[src/rtl/dram_loader_pkg.sv]
// Shared types and helpers for the DRAM stream boot loader.
// State encodings stay plain localparams so older tools and netlists read them directly.
package dram_loader_pkg;

  typedef logic [2:0] loader_state_e;

  localparam loader_state_e ST_HDR_ADDR = 3'd0;
  localparam loader_state_e ST_HDR_LEN  = 3'd1;
  localparam loader_state_e ST_CHECK    = 3'd2;
  localparam loader_state_e ST_PAYLOAD  = 3'd3;
  localparam loader_state_e ST_WRITE    = 3'd4;
  localparam loader_state_e ST_DRAIN    = 3'd5;
  localparam loader_state_e ST_DONE     = 3'd6;

  localparam int unsigned DATA_WIDTH_DEFAULT = 64;
  localparam int unsigned BYTES_PER_WORD     = DATA_WIDTH_DEFAULT / 8;
  localparam int unsigned HDR_FIELD_BYTES    = 8;

  // Sums are taken one bit wider than the operands so A+L overflow cannot alias into the window.
  function automatic logic in_ram_window(input logic [63:0] addr,
                                         input logic [63:0] len,
                                         input logic [63:0] base,
                                         input logic [63:0] length,
                                         input logic [63:0] bytes_per_word);
    logic [64:0] end_addr;
    logic [64:0] limit;
    logic        aligned;
    end_addr = {1'b0, addr} + {1'b0, len};
    limit    = {1'b0, base} + {1'b0, length};
    aligned  = (addr & (bytes_per_word - 64'd1)) == 64'd0;
    return aligned && (addr >= base) && (end_addr <= limit);
  endfunction

endpackage

[src/rtl/dram_loader_word_packer.sv]
// Assembles stream bytes into one DRAM word, tracking the next lane and the byte enables.
module dram_loader_word_packer #(
  parameter int unsigned DATA_WIDTH = 64
) (
  input  logic                    clk,
  input  logic                    rst,
  input  logic                    push,
  input  logic                    clear,
  input  logic [7:0]              data,
  output logic [DATA_WIDTH-1:0]   wdata,
  output logic [DATA_WIDTH/8-1:0] be,
  output logic                    lane_last
);

  localparam int unsigned BPW    = DATA_WIDTH / 8;
  localparam int unsigned LANE_W = $clog2(BPW);

  logic [LANE_W-1:0]     lane_q;
  logic [DATA_WIDTH-1:0] word_q;
  logic [BPW-1:0]        be_q;

  // Clearing after each grant keeps unused lanes of a partial tail at zero data and zero enable.
  always_ff @(posedge clk or posedge rst) begin
    if (rst) begin
      lane_q <= '0;
      word_q <= '0;
      be_q   <= '0;
    end else if (clear) begin
      lane_q <= '0;
      word_q <= '0;
      be_q   <= '0;
    end else if (push) begin
      word_q[{lane_q, 3'b000} +: 8] <= data;
      be_q[lane_q]                  <= 1'b1;
      lane_q                        <= lane_q + LANE_W'(1);
    end
  end

  assign wdata     = word_q;
  assign be        = be_q;
  assign lane_last = (lane_q == LANE_W'(BPW - 1));

endmodule

[src/rtl/dram_stream_loader.sv]
// Boot loader: parses address/length section records from a byte stream and writes the
// payload into DRAM, holding the core in reset until the zero-length end record arrives.
module dram_stream_loader
  import dram_loader_pkg::*;
#(
  parameter int unsigned DATA_WIDTH = 64,
  parameter int unsigned ADDR_WIDTH = 64,
  parameter logic [63:0] RAM_BASE   = 64'h8000_0000,
  parameter logic [63:0] RAM_LENGTH = 64'h0001_0000
) (
  input  logic                    clk,
  input  logic                    rst,
  input  logic [7:0]              s_data,
  input  logic                    s_valid,
  output logic                    s_ready,
  output logic                    mem_req,
  input  logic                    mem_gnt,
  output logic [ADDR_WIDTH-1:0]   mem_addr,
  output logic [DATA_WIDTH-1:0]   mem_wdata,
  output logic [DATA_WIDTH/8-1:0] mem_be,
  output logic                    core_rst_req,
  output logic                    boot_done,
  output logic [ADDR_WIDTH-1:0]   boot_entry,
  output logic                    err,
  output logic [15:0]             section_cnt
);

  localparam int unsigned WORD_BYTES = DATA_WIDTH / 8;

  loader_state_e         state_q, state_d;
  logic [63:0]           addr_sr_q, len_sr_q;
  logic [63:0]           addr_next, len_next;
  logic [2:0]            hdr_cnt_q;
  logic [ADDR_WIDTH-1:0] byte_left_q, word_addr_q, boot_entry_q;
  logic [15:0]           section_cnt_q;
  logic                  err_q, boot_done_q, core_rst_req_q;
  logic                  s_ready_q, mem_req_q;
  logic                  accept, grant, hdr_last, legal, lane_last, byte_last;

  assign accept    = s_valid && s_ready_q;
  assign grant     = mem_req_q && mem_gnt;
  assign hdr_last  = (hdr_cnt_q == 3'(HDR_FIELD_BYTES - 1));
  assign byte_last = (byte_left_q == ADDR_WIDTH'(1));
  assign addr_next = {s_data, addr_sr_q[63:8]};
  assign len_next  = {s_data, len_sr_q[63:8]};
  assign legal     = in_ram_window(64'(addr_sr_q[ADDR_WIDTH-1:0]), 64'(len_sr_q[ADDR_WIDTH-1:0]),
                                   RAM_BASE, RAM_LENGTH, 64'(WORD_BYTES));

  dram_loader_word_packer #(
    .DATA_WIDTH(DATA_WIDTH)
  ) u_packer (
    .clk      (clk),
    .rst      (rst),
    .push     (accept && (state_q == ST_PAYLOAD)),
    .clear    (grant),
    .data     (s_data),
    .wdata    (mem_wdata),
    .be       (mem_be),
    .lane_last(lane_last)
  );

  always_comb begin
    state_d = state_q;
    case (state_q)
      ST_HDR_ADDR: if (accept && hdr_last) state_d = ST_HDR_LEN;
      ST_HDR_LEN: begin
        if (accept && hdr_last) begin
          state_d = (len_next[ADDR_WIDTH-1:0] == '0) ? ST_DONE : ST_CHECK;
        end
      end
      ST_CHECK:   state_d = legal ? ST_PAYLOAD : ST_DRAIN;
      ST_PAYLOAD: if (accept && (lane_last || byte_last)) state_d = ST_WRITE;
      ST_WRITE:   if (grant) state_d = (byte_left_q == '0) ? ST_HDR_ADDR : ST_PAYLOAD;
      ST_DRAIN:   if (accept && byte_last) state_d = ST_HDR_ADDR;
      ST_DONE:    state_d = ST_DONE;
      default:    state_d = ST_HDR_ADDR;
    endcase
  end

  // Handshake outputs are registered from the next state so they read 0 during reset.
  always_ff @(posedge clk or posedge rst) begin
    if (rst) begin
      state_q        <= ST_HDR_ADDR;
      s_ready_q      <= 1'b0;
      mem_req_q      <= 1'b0;
      addr_sr_q      <= '0;
      len_sr_q       <= '0;
      hdr_cnt_q      <= '0;
      byte_left_q    <= '0;
      word_addr_q    <= '0;
      boot_entry_q   <= '0;
      section_cnt_q  <= '0;
      err_q          <= 1'b0;
      boot_done_q    <= 1'b0;
      core_rst_req_q <= 1'b1;
    end else begin
      state_q   <= state_d;
      s_ready_q <= (state_d == ST_HDR_ADDR) || (state_d == ST_HDR_LEN) ||
                   (state_d == ST_PAYLOAD) || (state_d == ST_DRAIN);
      mem_req_q <= (state_d == ST_WRITE);
      case (state_q)
        ST_HDR_ADDR: begin
          if (accept) begin
            addr_sr_q <= addr_next;
            hdr_cnt_q <= hdr_cnt_q + 3'd1;
          end
        end
        ST_HDR_LEN: begin
          if (accept) begin
            len_sr_q  <= len_next;
            hdr_cnt_q <= hdr_cnt_q + 3'd1;
            if (hdr_last && (len_next[ADDR_WIDTH-1:0] == '0)) begin
              boot_done_q    <= 1'b1;
              boot_entry_q   <= addr_sr_q[ADDR_WIDTH-1:0];
              core_rst_req_q <= 1'b0;
            end
          end
        end
        ST_CHECK: begin
          byte_left_q <= len_sr_q[ADDR_WIDTH-1:0];
          if (legal) word_addr_q <= addr_sr_q[ADDR_WIDTH-1:0];
          else       err_q       <= 1'b1;
        end
        ST_PAYLOAD, ST_DRAIN: begin
          if (accept) byte_left_q <= byte_left_q - ADDR_WIDTH'(1);
        end
        ST_WRITE: begin
          if (grant) begin
            word_addr_q <= word_addr_q + ADDR_WIDTH'(WORD_BYTES);
            if ((byte_left_q == '0) && (section_cnt_q != 16'hFFFF)) begin
              section_cnt_q <= section_cnt_q + 16'd1;
            end
          end
        end
        default: ;
      endcase
    end
  end

  assign s_ready      = s_ready_q;
  assign mem_req      = mem_req_q;
  assign mem_addr     = word_addr_q;
  assign core_rst_req = core_rst_req_q;
  assign boot_done    = boot_done_q;
  assign boot_entry   = boot_entry_q;
  assign err          = err_q;
  assign section_cnt  = section_cnt_q;

endmodule

[config.mk]
export PLATFORM = sky130hd
export DESIGN_NAME = dram_stream_loader
export DESIGN_NICKNAME = d
export VERILOG_FILES = /design/src/rtl/dram_loader_pkg.sv /design/src/rtl/dram_loader_word_packer.sv /design/src/rtl/dram_stream_loader.sv
export SDC_FILE = /design/constraint.sdc
export NUM_CORES = 1
export LEC_CHECK = 0
export ABC_AREA = 1
export CAP_MARGIN = 20
export CORE_AREA = 5 5 229 231
export DETAILED_ROUTE_END_ITERATION = 7
export DIE_AREA = 0 0 234 236
export PLACE_DENSITY = 0.77
export SYNTH_ARGS = -nofsm -noshare
export SYNTH_HDL_FRONTEND = slang
export SYNTH_SLANG_ARGS = --single-unit
export TNS_END_PERCENT = 20
[constraint.sdc]
create_clock -name clk -period 16.7 [get_ports clk]
set_input_delay 4.175 -clock clk [delete_from_list [all_inputs] [get_ports clk]]
set_output_delay 4.175 -clock clk [all_outputs]
set_load 0.01 [all_outputs]
* Word level (Yosys, flattened, before mapping) *
Index checks and enable logic that the tools add are counted.

cells by class
  add/subtract/negate cells = 7
  magnitude comparators = 4
  equality and inequality tests = 17
  shift operators = 2
  mux-type cells = 23
  bitwise logic cells = 2
  reduce and logical (&&, ||, !) cells = 33

operators by type and width
  operator                count
  $mux 64                 5
  $pmux 64 s2             2
  $logic_not 64->1        3
  $add 64x64->65          1
  $le 65x32->1 const B    1
  $add 64x4->64 const B   1
  $bwmux 64               1
  $eq 64x1->1 const B     1
  $ge 64x32->1 const B    1
  $shift 8x8->64 const A  1
  $shiftx 8x8->64         1
  $sub 64x1->64 const B   1
  $mux 3                  9
  $eq 3x3->1 const B      7
  $pmux 3 s7              1
  $add 16x1->16 const B   1
  $mux 8                  2
  $ne 16x16->1 const B    1
  $logic_and 1x1->1       11
  $reduce_and 2->1        5
  $eq 3x2->1 const B      3
  $reduce_and 3->1        3
  $neg 6->8               1
  $or 8x8->8              1
  13 further kinds        24

storage, ports and cells
  register bits after elaboration = 422

* Depth between registers and ports, before layout *
Gate-level depths: netlist of the first run.

  depth in word-level cells = 9
  depth in mapped cells = 27
  gate-level depth less buffers = 27

* Hierarchy *
From an unflattened synthesis of the first run, not the netlist that was laid out.

unflattened totals
  cell total of the unflattened synthesis = 3895
  area total of the unflattened synthesis = 26838.2 sq um

modules (own cells, without submodules)
  module                   times used  cells each  area an instance (sq um)  seq. area each (sq um)
  dram_stream_loader       1           3491        23368.7                   8684.6
  dram_loader_word_packer  1           404         3469.6                    1876.8

* Worst setup path after synthesis of the first run *
Ideal clock, no wire load.

  path type = input -> register
  start = input port s_valid
  end = register len_sr_q[11]
  setup time = 133 ps
  data arrival time = 5617 ps
  path slack = 10950 ps
  cell stages on the path = 9
  buffers on the path = 3
  cell sequence = nand2_1 > inv_1 > nand2_1 > inv_1 > nand2_1 > clkbuf_1 > buf_1 > clkbuf_1 > a21oi_1

on the way
  longest elaborated chain between the ends = 2

ends and longest elaborated chain
  item                               RTL line                   text
  from (decl)                        dram_stream_loader.sv:14   input logic s_valid,
  $logic_and 1x1->1                  dram_stream_loader.sv:40   assign accept = s_valid && s_ready_q;
  $reduce_and 2->1 (no source line)  n/a
  to (signal assigned)               dram_stream_loader.sv:110  len_sr_q <= len_next;
  to (decl)                          dram_stream_loader.sv:31   logic [63:0] addr_sr_q, len_sr_q;

Every way passes these cells.
A chain may end at the register's enable or synchronous reset.

* Worst setup path after layout of the first run *
  start = input port s_data[6]
  end = register boot_entry_q[21], in the netlist boot_entry[21]

on the way
  longest elaborated chain between the ends = 3

ends and longest elaborated chain
  item                               RTL line                   text
  from (decl)                        dram_stream_loader.sv:13   input logic [7:0] s_data,
  $logic_not 64->1                   dram_stream_loader.sv:112  if (hdr_last && (len_next[ADDR_WIDTH-1:0] == '0)) begin
  $logic_and 1x1->1                  dram_stream_loader.sv:112
  $reduce_and 3->1 (no source line)  n/a
  to (signal assigned)               dram_stream_loader.sv:114  boot_entry_q <= addr_sr_q[ADDR_WIDTH-1:0];
  to (decl)                          dram_stream_loader.sv:34   logic [ADDR_WIDTH-1:0] byte_left_q, word_addr_q, boot_entry_q;

Every way passes these cells.

==> results of run 1 <==
[per-stage QoR]
step / instance area [µm²] / util
2_1_floorplan: 26320 / -
3_3_place_gp: 29230 / 0.5861
3_5_place_dp: 29230 / 0.5861
4_1_cts: 30810 / 0.6180
5_1_grt: 30840 / 0.6185
6_report: 30840 / 0.6185
[synth_stat cells, types with 16 or more instances]
cell | instances | area share
dfrtp_1 | 421 | 0.40
o21ai_0 | 456 | 0.087
ha_1 | 74 | 0.035
nor4_1 | 38 | 0.0090
nor2_2 | 16 | 0.0038
clkbuf_1 | 74 | 0.011
nand2_1 | 1127 | 0.16
inv_1 | 539 | 0.077
xor2_1 | 92 | 0.031
nand3_1 | 168 | 0.032
nor2_1 | 354 | 0.050
inv_2 | 37 | 0.0053
nand4_1 | 54 | 0.013
a21oi_1 | 137 | 0.026
nor3_1 | 57 | 0.011
[final cells by class]
cell class | count | area [µm²] | area share
well taps | 672 | 840.8 | 0.02726
repair buffers | 247 | 2467 | 0.08000
multi-input cells | 2706 | 13200 | 0.4278
flip-flops and latches | 422 | 10560 | 0.3424
clock buffers | 62 | 1311 | 0.04252
clock inverters | 21 | 276.5 | 0.008966
inverters | 581 | 2188 | 0.07096
[final timing paths]
kind                                   start                  to  slack, ns
min in group asynchronous                rst      boot_entry[51]       4.08
worst max-delay path               s_data[6]      boot_entry[21]      10.18
worst max register to register  addr_sr_q[6]        mem_addr[22]      11.60
max in group asynchronous                rst  u_packer.wdata[48]      10.22
worst min register to register  core_rst_req        core_rst_req       0.45
worst min-delay path            core_rst_req        core_rst_req       0.45
[kinds of logic (layout without fill, tap and decap cells)]
kind of cell | count (synthesis) | in the layout
compound gates | 657 | 657
xor+xnor | 107 | 107
fa+ha+maj | 75 | 75
buf+inv | 683 | 911
flops | 422 | 422
mux | 10 | 10
simple gates | 1857 | 1857
[sequential cells by signal, summed over array words and instances, names as in the netlist]
register and count:
addr_sr_q 64, boot_entry 64, byte_left_q 64, len_sr_q 64, mem_addr 64, u_packer.wdata 64
section_cnt 16, u_packer.be 8, hdr_cnt_q 3, state_q 3, u_packer.lane_q 3, boot_done 1
core_rst_req 1, err 1, mem_req 1, s_ready 1
[per-layer routing]
layer / vias up / track usage
met5: - / 0
li1: 12560 / -
met4: 0 / 0.09023
met1: 11970 / 0.4268
met3: 169 / 0.05809
met2: 923 / 0.4921
[where the power goes]
group | total [mW] | internal, mW | switching (mW)
clock network | 1.07 | 0.631 | 0.443
registers | 1.61 | 1.27 | 0.345
logic | 2.09 | 0.691 | 1.40
total | 4.77 | 2.59 | 2.19
[worst max-delay path, cell delays in order]
cell,delay [ns]
clkdlybuf4s50_1,0.59
nor4_1,0.46
nand3_1,0.13
nor4_1,0.67
nand3_4,0.15
buf_4,0.26
buf_16,0.23
nand2_1,0.12
o21ai_0,0.10
==> reports/qor.yml, run 1 <==
die:
  floorplan.initialDensity: 0.5278
  fp.dieArea_um2: 55220
  rows: 82
  ios: 233
  die_w_um: 234
  core_area_um2: 49860
  die_h_um: 236
clock_tree:
  ctsHoldBuffers: 0
  htreeDepth: 2
  clock_latency_ns: 0.61
  cts_tree: "built"
  clk_pin_slew_ns: 0.06
  root_buffer: "clkbuf_16"
  cts_made_buffers: 46
  cts.sinks: 422
  postCtsResizedCells: 0
  clk_path_buf_depth: 3
  cts_setup_buffers: 0
routing:
  antenna_left: 0
  drtIter0Drc: 2295
  drtPass1Iterations: 6
  routedWlPerCell_um: 18.25
  vias: 25620
  dr_wl_met2_um: 40080
  drt_wl_total_um: 85970
  highest_layer: "met4"
  met1_length_um: 36900
  drc: 0
  vias_per_cell: 5.439
  dr_wl_met3_um: 6334
cells_and_area:
  filler_cell_count: 4703
  fin_nets: 4091
  drive_gt1_frac: 0.04754
  mostFrequentLayoutCells: "nand2_1 (1126), inv_1 (537), o21ai_0 (456)"
  stdcell_count: 4711
  final_common_cell: "nand2_1"
  insertedDiodeCount: 0
  area_growth_pct: 17.19
synthesis:
  ys_types: 57
  synth-seq-area-share: 0.4013
  synthSimpleGateAreaFrac: 0.2932
  synth-async-reset-ratio: 1.000
  yosysWarnings: 0
  avgSynthCellArea_um2: 6.906
  synth_top_family_by_area: "simple AND/OR/NAND/NOR gates"
  synth_fp_nets: 3898
  synthXorXnorAreaFrac: 0.03561
  syn-instance-count: 3811
  synth_flop_cell: "dfrtp_1"
  syn_area_um2: 26320
  synth-seq-cells: 422
  synth_compound_area_frac: 0.1304
  synth-edff-count: 0
  synth_fa_ha_area_frac: 0.03594
  synthMuxAreaShare: 0.004231
placement:
  io_buffer_count: 232
  dpl_worst_slack_ns: 9.420
  hpwlAfterDp_um: 65620
  dp.cells: 4627
  place.gp.congestion: 0.9918
sta:
  finalHoldViolations: 0
  fin_skew_ns: 0.02947
  max_freq_mhz: 153.3
  holdWs_ns: 0.4458
  period_minus_slack_ns: 6.523
  drv_slew: 0
  rsz0062_at_grt: "false"
  max-slew-margin-rel: 0.3510
  finalSetupViolations: 0
  setup_slack_ns: 10.18
  tightest_slew_ns: 0.9735
  finalCritPeriodShare: 0.3906
  fin_setup_tns_ns: 0
global_routing:
  track_usage: 0.3074
  grt_overflow: 0
  grt_max_degree: 151
  grt_pass1_wl_um: 135800
  grt_pass1_vias: 24420
  antenna_found_initial: 0
power:
  irDropWorstVdd_v: 0.00009956
  finalPower_mw: 4.775
  p_leak_nw: 14.78
  p_per_area_nw_per_um2: 154.8
hold_path:
  min_path_type: "reg2reg"
  whs_path_depth: 2
setup_path:
  path_max_fanout: 106
  rr_worst_depth: 19
  crit_type: "in2reg"
  start_kind: "primary input"
  cp.required_ns: 17.15
  end_kind: "flop"
  arrival_ns: 6.97
flow_run:
  maxCapViolations: 0
status:
  outcome: "completed"
No activity file was read; power rests on OpenSTA's default activity.
==> run 2: changes to the inputs <==
- CORE_AREA: 5 5 229 231 -> 5 5 225 227
- DIE_AREA: 0 0 234 236 -> 0 0 230 232
- PLACE_DENSITY: 0.77 -> 0.76
- clock period: 16.7 -> 6.15 ns (I/O delays scaled with it)
==> reports/qor.yml, run 2 (synthesized netlist as in run 1, its figures left out) <==
status:
  outcome: "completed"
setup_path:
  path_buf_inv: 2  # -1
  crit_chain: "clkdlybuf4s50_1 > nor4_1 > nand3_1 > nor4_1 > nand3_4 > inv_1 > nor4b_1 > nand2_1 > nand2_1 > nand2_1 > nand2_1"
  arrival_ns: 5.45  # -1.52 ns
  cp.required_ns: 6.65  # -10.50 ns
  slowest_delay_ns: 0.83  # +0.16 ns
  crit_top_cell: "nand2_1"
  r2r_slack_ns: 1.68  # -9.92 ns
  end_kind: "flop"
  path_max_fanout: 62  # -42%
  cpMaxStageDelayCell: "nor4_1"
  critPathTopFamily: "simple AND/OR/NAND/NOR gates"
  start_kind: "primary input"
  crit_type: "in2reg"
clock_tree:
  htreeDepth: 2  # unchanged
  postCtsResizedCells: 0  # unchanged
  clk_pin_slew_ns: 0.06  # about the same
  cts_made_buffers: 47  # +2.2%
  cts.sinks: 422  # unchanged
  root_buffer: "clkbuf_16"
  clock_latency_ns: 0.61  # about the same
  cts_setup_buffers: 0  # unchanged
  cts_tree: "built"
  clk_path_buf_depth: 3  # unchanged
  ctsHoldBuffers: 0  # unchanged
sta:
  rsz0062_at_grt: "false"
  holdWs_ns: 0.4637  # +0.01796 ns
  period_minus_slack_ns: 4.959
  setup_slack_ns: 1.191  # -8.986 ns
  finalCritPeriodShare: 0.8063
  fin_skew_ns: 0.02801  # -0.001454 ns
  drv_slew: 0  # unchanged
  fin_setup_tns_ns: 0  # unchanged
  max-slew-margin-rel: 0.3476  # -0.003380
  tightest_slew_ns: 0.9696  # -0.003873 ns
  finalHoldViolations: 0  # unchanged
  max_freq_mhz: 201.7
  finalSetupViolations: 0  # unchanged
routing:
  drt_wl_total_um: 85990  # about the same
  drtIter0Drc: 2360  # +2.8%
  drtPass1Iterations: 6  # unchanged
  dr_wl_met3_um: 7095  # +12%
  dr_wl_met2_um: 39490  # -1.5%
  vias: 25620  # unchanged
  drc: 0  # unchanged
  antenna_left: 0  # unchanged
  routedWlPerCell_um: 18.44  # +1.0%
  vias_per_cell: 5.493  # +1.0%
  highest_layer: "met5"
  met1_length_um: 36040  # -2.3%
die:
  fp.dieArea_um2: 53360  # -3.4%
  die_h_um: 232  # -1.7%
  core_area_um2: 48440  # -2.8%
  floorplan.initialDensity: 0.5433  # +0.01546
  rows: 81  # -1.2%
  ios: 233  # unchanged
  die_w_um: 230  # -1.7%
cells_and_area:
  mostFrequentLayoutCells: "nand2_1 (1126), inv_1 (537), o21ai_0 (456)"
  fin_area_um2: 30750  # -0.28%
  stdcell_count: 4664  # -1.0%
  fin_nets: 4096  # +0.12%
  fin_util: 0.6348  # +0.01631
  insertedDiodeCount: 0  # unchanged
  drive_gt1_frac: 0.04701  # -0.0005301
  final_common_cell: "nand2_1"
  area_growth_pct: 16.85
global_routing:
  grt_pass1_vias: 24430  # +0.016%
  grt_pass1_wl_um: 135200  # -0.48%
  track_usage: 0.3161  # +0.008713
  grt_max_degree: 132  # -13%
  antenna_found_initial: 1  # +1
  grt_overflow: 0  # unchanged
power:
  p_leak_nw: 14.77  # -0.12%
  finalPower_mw: 12.84  # +170%
  p_per_area_nw_per_um2: 417.5  # +170%
  irDropWorstVdd_v: 0.0003167  # +220%
placement:
  placed_area_um2: 29230  # about the same
  io_buffer_count: 232  # unchanged
  place.gp.congestion: 0.9963  # +0.45%
  dpl_worst_slack_ns: 0.7741  # -8.646 ns
  hpwlAfterDp_um: 66460  # +1.3%
  dp.cells: 4582  # -0.97%
flow_run:
  maxCapViolations: 0  # unchanged
hold_path:
  min_path_type: "reg2reg"
==> run 2: tightest hold or removal path, delay by kind of cell, from the launching register on <==
kind | cells | cell delay (ns)
AND/OR/NAND/NOR | 1 | 0.05
buffers and inverters | 1 | 0.04
flip-flops | 1 | 0.34
==> run 2: routing by layer <==
layer / vias up / global-route usage
met4: 2 / 0.1082
met5: - / 0
met3: 196 / 0.06725
met1: 11900 / 0.4248
met2: 976 / 0.5130
li1: 12550 / -
==> run 2: area by class of cell <==
class,count,area [µm²]
Clock inverter,18,207.7
Sequential cell,422,10560
Multi-Input combinational cell,2706,13200
Tap cell,622,778.2
Clock buffer,64,1311
Timing Repair Buffer,251,2515
Fill cell,4495,17690
Inverter,581,2185
==> run 2: report_power, final <==
| group | switching, mW | leakage, nW | total, mW | internal, mW |
|---|---|---|---|---|
| Clock | 1.17 | 0.751 | 2.79 | 1.62 |
| Combinational | 3.81 | 8.50 | 5.69 | 1.89 |
| Sequential | 0.911 | 5.51 | 4.35 | 3.44 |
==> run 2: path summary, 6_finish.rpt <==
check / from / depth (start not counted) / endpoint
worst max-delay path: s_data[6] / 11 / s_ready
worst min register to register: err / 2 / err
min in group asynchronous: rst / 2 / mem_addr[55]
worst min-delay path: err / 2 / err
max in group asynchronous: rst / 3 / u_packer.wdata[16]
worst max register to register: addr_sr_q[0] / 22 / mem_addr[13]
==> run 3: changes to the inputs <==
- CORE_AREA: 5 5 225 227 -> 5 5 229 231
- DIE_AREA: 0 0 230 232 -> 0 0 234 236
- PLACE_DENSITY: 0.76 -> 0.77
- clock period: 6.15 -> 4.44 ns (I/O delays scaled with it)
==> reports/qor.yml, run 3 (synthesized netlist as in run 1, its figures left out) <==
clock_tree:
  cts_made_buffers: 46  # -2.1%
  root_buffer: "clkbuf_16"
  clk_path_buf_depth: 3  # unchanged
  clock_latency_ns: 0.59  # -0.02 ns
  clk_pin_slew_ns: 0.06  # about the same
  cts.sinks: 422  # unchanged
  htreeDepth: 2  # unchanged
  cts_tree: "built"
cells_and_area:
  fin_util: 0.6227  # -0.01209
  final_common_cell: "nand2_1"
  insertedDiodeCount: 0  # unchanged
  drive_gt1_frac: 0.05009  # +0.003080
  fin_nets: 4104  # +0.20%
  mostFrequentLayoutCells: "nand2_1 (1126), inv_1 (537), o21ai_0 (456)"
  area_growth_pct: 17.99
  fin_area_um2: 31050  # +0.97%
setup_path:
  crit_top_cell: "nand2_1"
  path_max_fanout: 5  # -92%
  crit_type: "in2reg"
  r2r_slack_ns: 0.31  # -1.37 ns
  rr_worst_depth: 22  # unchanged
  start_kind: "primary input"
  slowest_delay_ns: 0.83  # about the same
  arrival_ns: 4.66  # -0.79 ns
  cpMaxStageDelayCell: "nor4_2"
  cp.required_ns: 4.92  # -1.73 ns
  endpoint: "s_ready"
  end_kind: "flop"
  reg2reg_to: "mem_addr[9]"
  critical_path_depth: 12  # +1
  crit_chain: "clkdlybuf4s50_1 > nor4_2 > nand3_1 > nor4_1 > buf_2 > nand3_4 > inv_1 > nor4b_1 > nand2_1 > nand2_1 > nand2_1 > nand2_1"
  path_buf_inv: 3  # +1
  r2r_start: "len_sr_q[0]"
  critPathTopFamily: "simple AND/OR/NAND/NOR gates"
  cp-startpoint: "s_data[6]"
routing:
  drtPass1Iterations: 8  # +2
  vias_per_cell: 5.446  # -0.86%
  highest_layer: "met5"
  vias: 25730  # +0.44%
  drt_wl_total_um: 84780  # -1.4%
  dr_wl_met2_um: 38570  # -2.3%
  met1_length_um: 36490  # +1.3%
  drtIter0Drc: 2529  # +7.2%
  drc: 0  # unchanged
  dr_wl_met3_um: 6427  # -9.4%
  routedWlPerCell_um: 17.94  # -2.7%
  antenna_left: 0  # unchanged
global_routing:
  grt_pass1_vias: 24120  # -1.3%
  antenna_found_initial: 3  # +2
  grt_overflow: 0  # unchanged
  track_usage: 0.3013  # -0.01475
  grt_pass1_wl_um: 133500  # -1.2%
  grt_max_degree: 127  # -3.8%
placement:
  hpwlAfterDp_um: 65100  # -2.0%
  place.gp.congestion: 1.046  # +4.9%
  io_buffer_count: 232  # unchanged
  dpl_worst_slack_ns: -0.5202  # -1.294 ns
  placed_area_um2: 29440  # +0.71%
hold_path:
  whs_path_depth: 2  # unchanged
  min_path_type: "reg2reg"
flow_run:
  maxCapViolations: 0  # unchanged
die:
  die_w_um: 234  # +1.7%
  floorplan.initialDensity: 0.5278  # -0.01546
  fp.dieArea_um2: 55220  # +3.5%
  ios: 233  # unchanged
  rows: 82  # +1.2%
  die_h_um: 236  # +1.7%
  core_area_um2: 49860  # +2.9%
sta:
  finalHoldViolations: 0  # unchanged
  period_minus_slack_ns: 4.183
  max_freq_mhz: 239.1
  fin_skew_ns: 0.02176  # -0.006249 ns
  tightest_slew_ns: 0.9530  # -0.01660 ns
  max-slew-margin-rel: 0.3647  # +0.01703
  drv_slew: 0  # unchanged
  setup_slack_ns: 0.2572  # -0.9342 ns
  finalSetupViolations: 0  # unchanged
  rsz0062_at_grt: "false"
  finalCritPeriodShare: 0.9421
power:
  irDropWorstVdd_v: 0.0003461  # +9.3%
  p_per_area_nw_per_um2: 578.4  # +39%
  p_leak_nw: 14.87  # +0.72%
status:
  outcome: "completed"
[run 3: layout make-up]
cell class / instances / area (µm²)
fillers: 4638 / 18810
multi-input cells: 2706 / 13200
flip-flops and latches: 422 / 10560
repair buffers: 260 / 2688
inverters: 581 / 2185
clock buffers: 67 / 1340
well taps: 672 / 840.8
clock inverters: 17 / 235.2
[run 3: what timing repair did]
action / in CTS / in global routing
endpoints found under the setup margin: 0 / 1
resized for setup: 0 / 1
hold endpoints to repair: 0 / 0
setup buffers: 0 / 0
hold buffers: 0 / 0
[run 3: worst min-delay path: cells and delay by family (launching register included)]
kind | cells | cell delay [ns]
flops | 1 | 0.37
buf+inv | 1 | 0.05
simple gates | 1 | 0.04
[run 3: worst min-delay path by stage]
| stage | from | slack [ns] | end |
|---|---|---|---|
| 6_report | core_rst_req | 0.46 | core_rst_req |
| 5_1_grt | core_rst_req | 0.47 | core_rst_req |
| 4_1_cts | core_rst_req | 0.46 | core_rst_req |
| 3_5_place_dp | core_rst_req | 0.45 | core_rst_req |
| 3_3_place_gp | core_rst_req | 0.43 | core_rst_req |
| 2_1_floorplan | core_rst_req | 0.45 | core_rst_req |
[run 3: per-layer routing]
| layer | global-route usage | vias up |
|---|---|---|
| met5 | 0 | - |
| met4 | 0.1075 | 6 |
| met3 | 0.05989 | 180 |
| met2 | 0.4670 | 935 |
| met1 | 0.4221 | 12020 |
| li1 | - | 12590 |
[run 3: where the power goes]
part           leakage (nW)  switching (mW)  internal, mW  total [mW]
Clock                 0.776            1.62          2.39        4.01
Sequential             5.51            1.20          4.76        5.97
Combinational          8.58            5.34          2.65        7.99
Total                  14.9            8.15          9.81        18.0
[run 3: per-stage QoR]
stage | total power [mW] | hold slack (ns) | TNS (ns) | cells
global route | 19.24 | 0.4688 | 0 | 4725
floorplan | 11.13 | 0.4497 | -995.47 | 3811
finish | 17.96 | 0.4573 | 0 | 4725
detailed placement | 13.81 | 0.4504 | -31.09 | 4640
CTS | 17.88 | 0.4566 | 0 | 4724
global placement | 13.74 | 0.4295 | -78.20 | 4639
